**config.mk**
```make
export PLATFORM = sky130hd
export DESIGN_NAME = tv80_alu16_seq_flat
export DESIGN_NICKNAME = d
export VERILOG_FILES = /design/src/rtl/tv80_alu16_pkg.sv /design/src/rtl/tv80_alu16_seq_if.sv /design/src/rtl/tv80_alu16_seq.sv /design/src/flat_wrapper.sv
export SDC_FILE = /design/constraint.sdc
export NUM_CORES = 1
export LEC_CHECK = 0
export BUFFER_PORTS_ARGS = -buffer_cell sky130_fd_sc_hd__buf_2
export CAP_MARGIN = 25
export CORE_ASPECT_RATIO = 0.6
export CORE_MARGIN = 5
export CORE_UTILIZATION = 47
export DETAILED_ROUTE_END_ITERATION = 8
export GPL_ROUTABILITY_DRIVEN = 1
export PLACE_DENSITY = 0.79
export SLEW_MARGIN = 20
export SYNTH_ARGS = -nofsm -noshare
export SYNTH_HDL_FRONTEND = slang
export SYNTH_SLANG_ARGS = --single-unit
```
**constraint.sdc**
```tcl
create_clock -name clk -period 4.1 [get_ports clk]
set_input_delay 1.025 -clock clk [delete_from_list [all_inputs] [get_ports clk]]
set_output_delay 1.025 -clock clk [all_outputs]
set_load 0.1 [all_outputs]
```
**src/rtl/tv80_alu16_pkg.sv**
```systemverilog
// Shared types and constants for the 16-bit TV80 ALU sequencer: op codes, FSM states,
// 8-bit ALU_Op encodings and flag bit positions (identical to the TV80 ALU).
package tv80_alu16_pkg;

    typedef enum logic [2:0] {
        OP_ADD16 = 3'b000,
        OP_ADC16 = 3'b001,
        OP_SBC16 = 3'b011,
        OP_INC16 = 3'b100,
        OP_DEC16 = 3'b110
    } op_e;

    localparam logic [1:0] ST_IDLE = 2'd0;
    localparam logic [1:0] ST_LO   = 2'd1;
    localparam logic [1:0] ST_HI   = 2'd2;

    localparam logic [3:0] ALU_ADD = 4'b0000;
    localparam logic [3:0] ALU_ADC = 4'b0001;
    localparam logic [3:0] ALU_SUB = 4'b0010;
    localparam logic [3:0] ALU_SBC = 4'b0011;

    localparam int Flag_C = 0;
    localparam int Flag_N = 1;
    localparam int Flag_P = 2;
    localparam int Flag_X = 3;
    localparam int Flag_H = 4;
    localparam int Flag_Y = 5;
    localparam int Flag_Z = 6;
    localparam int Flag_S = 7;

endpackage

```
**src/rtl/tv80_alu16_seq_if.sv**
```systemverilog
// Request/response and 8-bit ALU bus of the 16-bit sequencer. The master is the
// surrounding datapath (issues requests, hosts the ALU); the slave is the sequencer.
interface tv80_alu16_seq_if;

    logic        start;
    logic [2:0]  op;
    logic [15:0] opa;
    logic [15:0] opb;
    logic [7:0]  f_in;
    logic        busy;
    logic        done;
    logic        err;
    logic [15:0] result;
    logic [7:0]  f_out;
    logic [3:0]  alu_op;
    logic        alu_arith16;
    logic        alu_z16;
    logic [7:0]  alu_busa;
    logic [7:0]  alu_busb;
    logic [7:0]  alu_f_in;
    logic [7:0]  alu_q;
    logic [7:0]  alu_f_out;

    modport master (
        output start, op, opa, opb, f_in, alu_q, alu_f_out,
        input  busy, done, err, result, f_out,
        input  alu_op, alu_arith16, alu_z16, alu_busa, alu_busb, alu_f_in
    );

    modport slave (
        input  start, op, opa, opb, f_in, alu_q, alu_f_out,
        output busy, done, err, result, f_out,
        output alu_op, alu_arith16, alu_z16, alu_busa, alu_busb, alu_f_in
    );

endinterface

```
**src/rtl/tv80_alu16_seq.sv**
```systemverilog
// Runs 16-bit ADD/ADC/SBC through the external 8-bit TV80 ALU as a low then a high byte pass.
// Define TV80_ALU16_INCDEC_EN to make INC16/DEC16 legal; otherwise they raise err.
module tv80_alu16_seq
    import tv80_alu16_pkg::*;
(
    input  logic           clk,
    input  logic           reset,
    tv80_alu16_seq_if.slave bus
);

    logic [1:0]  state_q, state_d;
    logic [2:0]  op_q;
    logic [15:0] opa_q, opb_q;
    logic [7:0]  fin_q, q_lo_q, f_lo_q;
    logic [15:0] result_q;
    logic [7:0]  f_out_q;
    logic        done_q, err_q;

    logic        op_legal;
    logic        hi_pass;
    logic        keep_flags;
    logic [3:0]  alu_op_d;
    logic        arith16_d, z16_d;
    logic [7:0]  busa_d, busb_d, alu_f_in_d;

    always_comb begin
        op_legal = 1'b0;
        case (bus.op)
            OP_ADD16, OP_ADC16, OP_SBC16: op_legal = 1'b1;
`ifdef TV80_ALU16_INCDEC_EN
            OP_INC16, OP_DEC16:           op_legal = 1'b1;
`endif
            default:                      op_legal = 1'b0;
        endcase
    end

`ifdef TV80_ALU16_INCDEC_EN
    // INC/DEC only borrow the ALU's carry chain; the caller's flags pass through untouched.
    assign keep_flags = (op_q == OP_INC16) || (op_q == OP_DEC16);
`else
    assign keep_flags = 1'b0;
`endif

    assign hi_pass = (state_q == ST_HI);

    always_comb begin
        // NOTE: every combinational output gets a default first so no latch is inferred.
        alu_op_d   = 4'b0000;
        arith16_d  = 1'b0;
        z16_d      = 1'b0;
        busa_d     = 8'h00;
        busb_d     = 8'h00;
        alu_f_in_d = 8'h00;
        state_d    = state_q;
        if (state_q != ST_IDLE) begin
            busa_d     = hi_pass ? opa_q[15:8] : opa_q[7:0];
            busb_d     = hi_pass ? opb_q[15:8] : opb_q[7:0];
            alu_f_in_d = hi_pass ? f_lo_q : fin_q;
            case (op_q)
                OP_ADD16: begin
                    alu_op_d  = hi_pass ? ALU_ADC : ALU_ADD;
                    arith16_d = 1'b1;
                end
                OP_ADC16: begin
                    alu_op_d = ALU_ADC;
                    z16_d    = hi_pass;
                end
                OP_SBC16: begin
                    alu_op_d = ALU_SBC;
                    z16_d    = hi_pass;
                end
`ifdef TV80_ALU16_INCDEC_EN
                OP_INC16: begin
                    alu_op_d = hi_pass ? ALU_ADC : ALU_ADD;
                    busb_d   = hi_pass ? 8'h00 : 8'h01;
                end
                OP_DEC16: begin
                    alu_op_d = hi_pass ? ALU_SBC : ALU_SUB;
                    busb_d   = hi_pass ? 8'h00 : 8'h01;
                end
`endif
                default: alu_op_d = 4'b0000;
            endcase
        end
        case (state_q)
            ST_IDLE: if (bus.start && op_legal) state_d = ST_LO;
            ST_LO:   state_d = ST_HI;
            default: state_d = ST_IDLE;
        endcase
    end

    // NOTE: every register here, operand latches included, is cleared by the async reset
    // so a reset mid-operation leaves nothing stale behind.
    always_ff @(posedge clk or posedge reset) begin
        if (reset) begin
            state_q  <= ST_IDLE;
            op_q     <= 3'b000;
            opa_q    <= 16'h0000;
            opb_q    <= 16'h0000;
            fin_q    <= 8'h00;
            q_lo_q   <= 8'h00;
            f_lo_q   <= 8'h00;
            result_q <= 16'h0000;
            f_out_q  <= 8'h00;
            done_q   <= 1'b0;
            err_q    <= 1'b0;
        end else begin
            // NOTE: non-blocking assignments keep every register sampling pre-edge values.
            state_q <= state_d;
            done_q  <= 1'b0;
            err_q   <= 1'b0;
            case (state_q)
                ST_IDLE: begin
                    if (bus.start && op_legal) begin
                        op_q  <= bus.op;
                        opa_q <= bus.opa;
                        opb_q <= bus.opb;
                        fin_q <= bus.f_in;
                    end else if (bus.start) begin
                        err_q <= 1'b1;
                    end
                end
                ST_LO: begin
                    q_lo_q <= bus.alu_q;
                    f_lo_q <= bus.alu_f_out;
                end
                default: begin
                    result_q <= {bus.alu_q, q_lo_q};
                    f_out_q  <= keep_flags ? fin_q : bus.alu_f_out;
                    done_q   <= 1'b1;
                end
            endcase
        end
    end

    assign bus.busy        = (state_q != ST_IDLE);
    assign bus.done        = done_q;
    assign bus.err         = err_q;
    assign bus.result      = result_q;
    assign bus.f_out       = f_out_q;
    assign bus.alu_op      = alu_op_d;
    assign bus.alu_arith16 = arith16_d;
    assign bus.alu_z16     = z16_d;
    assign bus.alu_busa    = busa_d;
    assign bus.alu_busb    = busb_d;
    assign bus.alu_f_in    = alu_f_in_d;

endmodule

```
**src/flat_wrapper.sv**
```systemverilog
// flat-port wrapper written by rule: the top's interface ports become plain ports
module tv80_alu16_seq_flat import tv80_alu16_pkg::*;
  (clk, reset, bus_start, bus_op, bus_opa, bus_opb, bus_f_in, bus_alu_q, bus_alu_f_out, bus_busy, bus_done, bus_err, bus_result, bus_f_out, bus_alu_op, bus_alu_arith16, bus_alu_z16, bus_alu_busa, bus_alu_busb, bus_alu_f_in);
  tv80_alu16_seq_if bus_i ();
  input  logic clk;
  input  logic reset;
  input wire logic [$bits(bus_i.start)-1:0] bus_start;
  input wire logic [$bits(bus_i.op)-1:0] bus_op;
  input wire logic [$bits(bus_i.opa)-1:0] bus_opa;
  input wire logic [$bits(bus_i.opb)-1:0] bus_opb;
  input wire logic [$bits(bus_i.f_in)-1:0] bus_f_in;
  input wire logic [$bits(bus_i.alu_q)-1:0] bus_alu_q;
  input wire logic [$bits(bus_i.alu_f_out)-1:0] bus_alu_f_out;
  output wire logic [$bits(bus_i.busy)-1:0] bus_busy;
  output wire logic [$bits(bus_i.done)-1:0] bus_done;
  output wire logic [$bits(bus_i.err)-1:0] bus_err;
  output wire logic [$bits(bus_i.result)-1:0] bus_result;
  output wire logic [$bits(bus_i.f_out)-1:0] bus_f_out;
  output wire logic [$bits(bus_i.alu_op)-1:0] bus_alu_op;
  output wire logic [$bits(bus_i.alu_arith16)-1:0] bus_alu_arith16;
  output wire logic [$bits(bus_i.alu_z16)-1:0] bus_alu_z16;
  output wire logic [$bits(bus_i.alu_busa)-1:0] bus_alu_busa;
  output wire logic [$bits(bus_i.alu_busb)-1:0] bus_alu_busb;
  output wire logic [$bits(bus_i.alu_f_in)-1:0] bus_alu_f_in;
  assign bus_i.start = bus_start;
  assign bus_i.op = bus_op;
  assign bus_i.opa = bus_opa;
  assign bus_i.opb = bus_opb;
  assign bus_i.f_in = bus_f_in;
  assign bus_i.alu_q = bus_alu_q;
  assign bus_i.alu_f_out = bus_alu_f_out;
  assign bus_busy = bus_i.busy;
  assign bus_done = bus_i.done;
  assign bus_err = bus_i.err;
  assign bus_result = bus_i.result;
  assign bus_f_out = bus_i.f_out;
  assign bus_alu_op = bus_i.alu_op;
  assign bus_alu_arith16 = bus_i.alu_arith16;
  assign bus_alu_z16 = bus_i.alu_z16;
  assign bus_alu_busa = bus_i.alu_busa;
  assign bus_alu_busb = bus_i.alu_busb;
  assign bus_alu_f_in = bus_i.alu_f_in;
  tv80_alu16_seq u_core (.clk(clk), .reset(reset), .bus(bus_i));
endmodule
```
Word level (Yosys, flattened, before mapping)
Cells that the tools add are included.
{ "op_classes": {"eq_ne": 7, "n_mux": 20, "reduce_logical": 9} }
{ "op_table": {"columns": ["operator", "n"], "rows": [
  ["$mux W8", 6],
  ["$pmux W4 S3", 1],
  ["$mux W1", 10],
  ["$eq A3 B1 Y1 const B", 2],
  ["$eq A3 B2 Y1 const B", 2],
  ["$logic_not A3 Y1", 2],
  ["$mux W4", 1],
  ["$pmux W2 S2", 1],
  ["$reduce_or A2 Y1", 2],
  ["$reduce_or A3 Y1", 1],
  ["$eq A2 B1 Y1 const B", 1],
  ["$eq A2 B2 Y1 const B", 1],
  ["$logic_not A2 Y1", 1],
  ["$mux W2", 1],
  ["$ne A2 B1 Y1 const B", 1],
  ["$reduce_and A2 Y1", 1],
  ["$reduce_bool A2 Y1", 1],
  ["$logic_and A1 B1 Y1", 1]
]} }
{ "word_totals": {"reg_bits": 87, "inputBits": 62, "word_cells": 47} }

Depth between registers and ports, before layout
{ "logic_depth": {"ltp_word": 6, "mapped_depth": 5, "depth_no_buf": 3} }

Worst setup path before layout
Ideal clock, no wire load.
{ "synth_timing": {"kind": "reg2out", "from": "reg u_core.state_q[1]", "to": "out bus_alu_z16", "arrival_ps": 3785, "slack_ps": -710, "stages_incl_launch_ff": 4, "path_cell_list": "dfrtp_1 -> clkbuf_1 -> clkbuf_1 -> nor4bb_1"} }
{ "synth_between": {"elab_chain_len": 3, "elab_cells_between_ends": 4, "cone_classes": "eq/ne: 1; mux: 2; reduce/logical: 1"} }
{ "synth_rtl": {"columns": ["item", "line_no", "rtl"], "rows": [
  ["start: declaration", "tv80_alu16_seq.sv:11", "logic [1:0] state_q, state_d;"],
  ["start signal: assignment", "tv80_alu16_seq.sv:109", "state_q <= state_d;"],
  ["$eq A2 B2 Y1", "tv80_alu16_seq.sv:44", "assign hi_pass = (state_q == ST_HI);"],
  ["$mux W1", "tv80_alu16_seq.sv:59", "case (op_q)"],
  ["$mux W1 *", "tv80_alu16_seq.sv:55", "if (state_q != ST_IDLE) begin"],
  ["end: declaration", "flat_wrapper.sv:21", "output wire logic [$bits(bus_i.alu_z16)-1:0] bus_alu_z16;"]
]} }
Mark *: on every way between the ends. The rest lies on a longest branch, timed or not.

Worst setup path in the final report
{ "layout_timing": {"from": "reg u_core.state_q[0]", "to": "out bus_alu_f_in[4]"} }
{ "layout_between": {"elab_chain_len": 3, "elab_cells_between_ends": 4, "cone_classes": "eq/ne: 1; mux: 2; reduce/logical: 1"} }
{ "layout_rtl": {"columns": ["item", "line_no", "rtl"], "rows": [
  ["$eq A2 B2 Y1", "tv80_alu16_seq.sv:44", null],
  ["$mux W8", "tv80_alu16_seq.sv:58", "alu_f_in_d = hi_pass ? f_lo_q : fin_q;"],
  ["$mux W8 *", "tv80_alu16_seq.sv:55", null],
  ["end: declaration", "flat_wrapper.sv:24", "output wire logic [$bits(bus_i.alu_f_in)-1:0] bus_alu_f_in;"]
]} }
Marks and branches as above.

==> impl_metrics.json <==
{
  "outcome": "finished clean",
  "drv_slew": 0,
  "crit_path_end_kind": "primary output",
  "viasPerCell": 4.93,
  "whs_path_depth": 1,
  "fin_crit_sh_pct": 78.5,
  "tightest_slew_ns": 0.901,
  "cts_sinks": 87,
  "setup_tns_ns": 0,
  "initial_core_util_pct": 48.8,
  "insertion_delay_ns": 0.33,
  "r2r_cells": 3,
  "rsz0062_at_grt": "false",
  "gp_congestion": 0.767,
  "required_ns": 3.07,
  "synthesis.area_um2": 3590,
  "power_density_nw_per_um2": 719,
  "fin_cells": 481,
  "setup_slack_ns": 0.880,
  "synthToLayoutAreaGrowth_pct": 26.7,
  "grt_pass1_wl_um": 12800,
  "grt_pass1_vias": 2568,
  "wl_um": 7720,
  "path_clk_slew_ns": 0.06,
  "post-place-cells": 465,
  "rows": 24,
  "grt_usage_pct": 17.4,
  "avgSynthCellArea_um2": 13.9,
  "leakage_nw": 2.16,
  "vias": 2373,
  "die_w_um": 123,
  "drive_above_1_share_pct": 59.4,
  "max_stage_delay_ns": 0.67,
  "cts_buffers": 9,
  "crit_fanout": 25,
  "ctsResizeCount": 0,
  "cts_tree": "yes",
  "final_cell_mix": "116 x buf_2, 86 x dfrtp_1, 79 x mux2_2",
  "cts_setup_buffers": 0,
  "hold_viol": 0,
  "holdWs_ns": 0.498,
  "max_freq_mhz": 311,
  "core-area_um2": 7360,
  "grt_antenna_before_repair": 0,
  "ctsHoldBuffers": 0,
  "cp_cell_sequence": "nor2b_1 -> buf_4 -> a22o_1 -> buf_2",
  "setup_viol": 0,
  "io_pins": 119,
  "fin_skew_ns": 0.00689,
  "antenna_cells": 0,
  "final_common_cell": "buf_2",
  "hold_class": "flip-flop to flip-flop",
  "synth_warnings": 0,
  "cts-root-buf": "clkbuf_16",
  "dp_slack_ns": 1.24,
  "dieArea_um2": 9550,
  "die-height_um": 77.7,
  "hpwl_um": 5540,
  "grt_overflow": 0,
  "drtPass1Iterations": 4,
  "timing.critical_path.buf_inv": 2,
  "worstSetupPathDepth": 4,
  "fin_crit_ns": 3.22,
  "syn_inst": 258,
  "wl_per_cell_um": 16.0,
  "drv_cap": 0,
  "synth_cell_types": 21,
  "clockBufferDepth": 2,
  "htreeDepth": 3,
  "grt_max_degree": 45,
  "crit_family": "flip-flops",
  "path_class": "flip-flop to primary output",
  "crit_slowest_cell": "dfrtp_1",
  "seq_area_frac_synth_pct": 60.6,
  "drt_iter0_markers": 67,
  "critPathLaunchType": "flip-flop",
  "port_buffers": 116,
  "crit_arrival_ns": 2.19,
  "nNetsFinal": 434,
  "max_slew_margin_pct": 39.7,
  "irDropWorstVdd_uv": 395,
  "ys_ff_latch": 87,
  "antenna_left": 0,
  "drcViolationCount": 0
}
-- final cells by class --
cell class	count	area, µm²
fill	582	2810
sequential	87	2180
multi-input combinational	150	1310
timing repair buffer	122	626
clock buffer	14	284
tap	104	130
clock inverter	2	12.5
inverter	2	8.76
-- worst paths after layout --
| path | start | end | slack [ns] |
|---|---|---|---|
| setup reg to reg | u_core.state_q[0] | u_core.f_lo_q[2] | 1.56 |
| hold / removal | u_core.opb_q[14] | u_core.opb_q[14] | 0.50 |
| hold reg to reg | u_core.opb_q[14] | u_core.opb_q[14] | 0.50 |
| max in group asynchronous | reset | u_core.opa_q[11] | 2.43 |
| setup / recovery | u_core.state_q[0] | bus_alu_f_in[4] | 0.88 |
| min in group asynchronous | reset | u_core.bus.err | 0.78 |
-- per-layer routing --
metal / up-vias / track usage [%] / part of all wire [%]
met1: 1159 / 23.1 / 46
li1: 1123 / - / -
met5: - / 0 / 0
met3: 8 / 8.14 / 9.9
met2: 83 / 25.7 / 43
met4: 0 / 5.03 / 1.1
-- synthesized netlist by cell type --
cell      number  area (µm²)
dfrtp_1       87        2180
mux2_2        79         890
nand2_1       28         105
o21ai_0       14        70.1
clkbuf_1      12        45.0
a22o_1        10        87.6
buf_6          4        45.0
nor2b_1        4        25.0
mux2_1         3        33.8
nor2_1         3        11.3
buf_2          2        10.0
buf_4          2        15.0
inv_1          2        7.51
and3_1         1        6.26
conb_1         1        3.75
nor3_4         1        16.3
nor4_1         1        6.26
nor4bb_1       1        10.0
o21a_1         1        7.51
o21ba_2        1        10.0
or3b_4         1        11.3
-- through the flow --
| stage | total power [mW] | instance area [µm²] | util, % |
|---|---|---|---|
| after CTS | 3.31 | 4550 | 61.9 |
| after floorplan | 2.29 | 3610 | - |
| after global routing | 3.42 | 4550 | 61.9 |
| after detailed placement | 2.51 | 4260 | 57.8 |
| final | 3.27 | 4550 | 61.9 |
| after global placement | 2.49 | 4260 | 57.8 |
-- power breakdown --
part           total (mW)  switching [mW]  leakage, nW  internal, mW
Clock               0.783           0.307        0.145         0.476
Combinational        1.29           0.998        0.983         0.288
Sequential           1.20           0.122         1.03          1.08
-- logic make-up after synthesis --
| logic type | count (synthesis) | share of synthesized area, % |
|---|---|---|
| and+or+nand+nor | 40 | 5.33 |
| other | 1 | 0.104 |
| DFF | 87 | 60.6 |
| muxes | 82 | 25.7 |
| buffers and inverters | 22 | 3.41 |
| AOI/OAI and AO/OA | 26 | 4.87 |
-- worst register-to-register path, stage by stage, from the launching register on --
cell     delay (ns)
dfrtp_1        0.86
buf_4          0.37
nor2b_2        0.78
mux2_2         0.42
-- flip-flops by register name, summed over array words and instances, names as in the netlist --
name / flops
u_core.bus.result: 16
u_core.opa_q: 16
u_core.opb_q: 16
u_core.bus.f_out: 8
u_core.f_lo_q: 8
u_core.fin_q: 8
u_core.q_lo_q: 8
u_core.op_q: 3
u_core.state_q: 2
u_core.bus.done: 1
u_core.bus.err: 1
(Power assumes the default switching activity.)
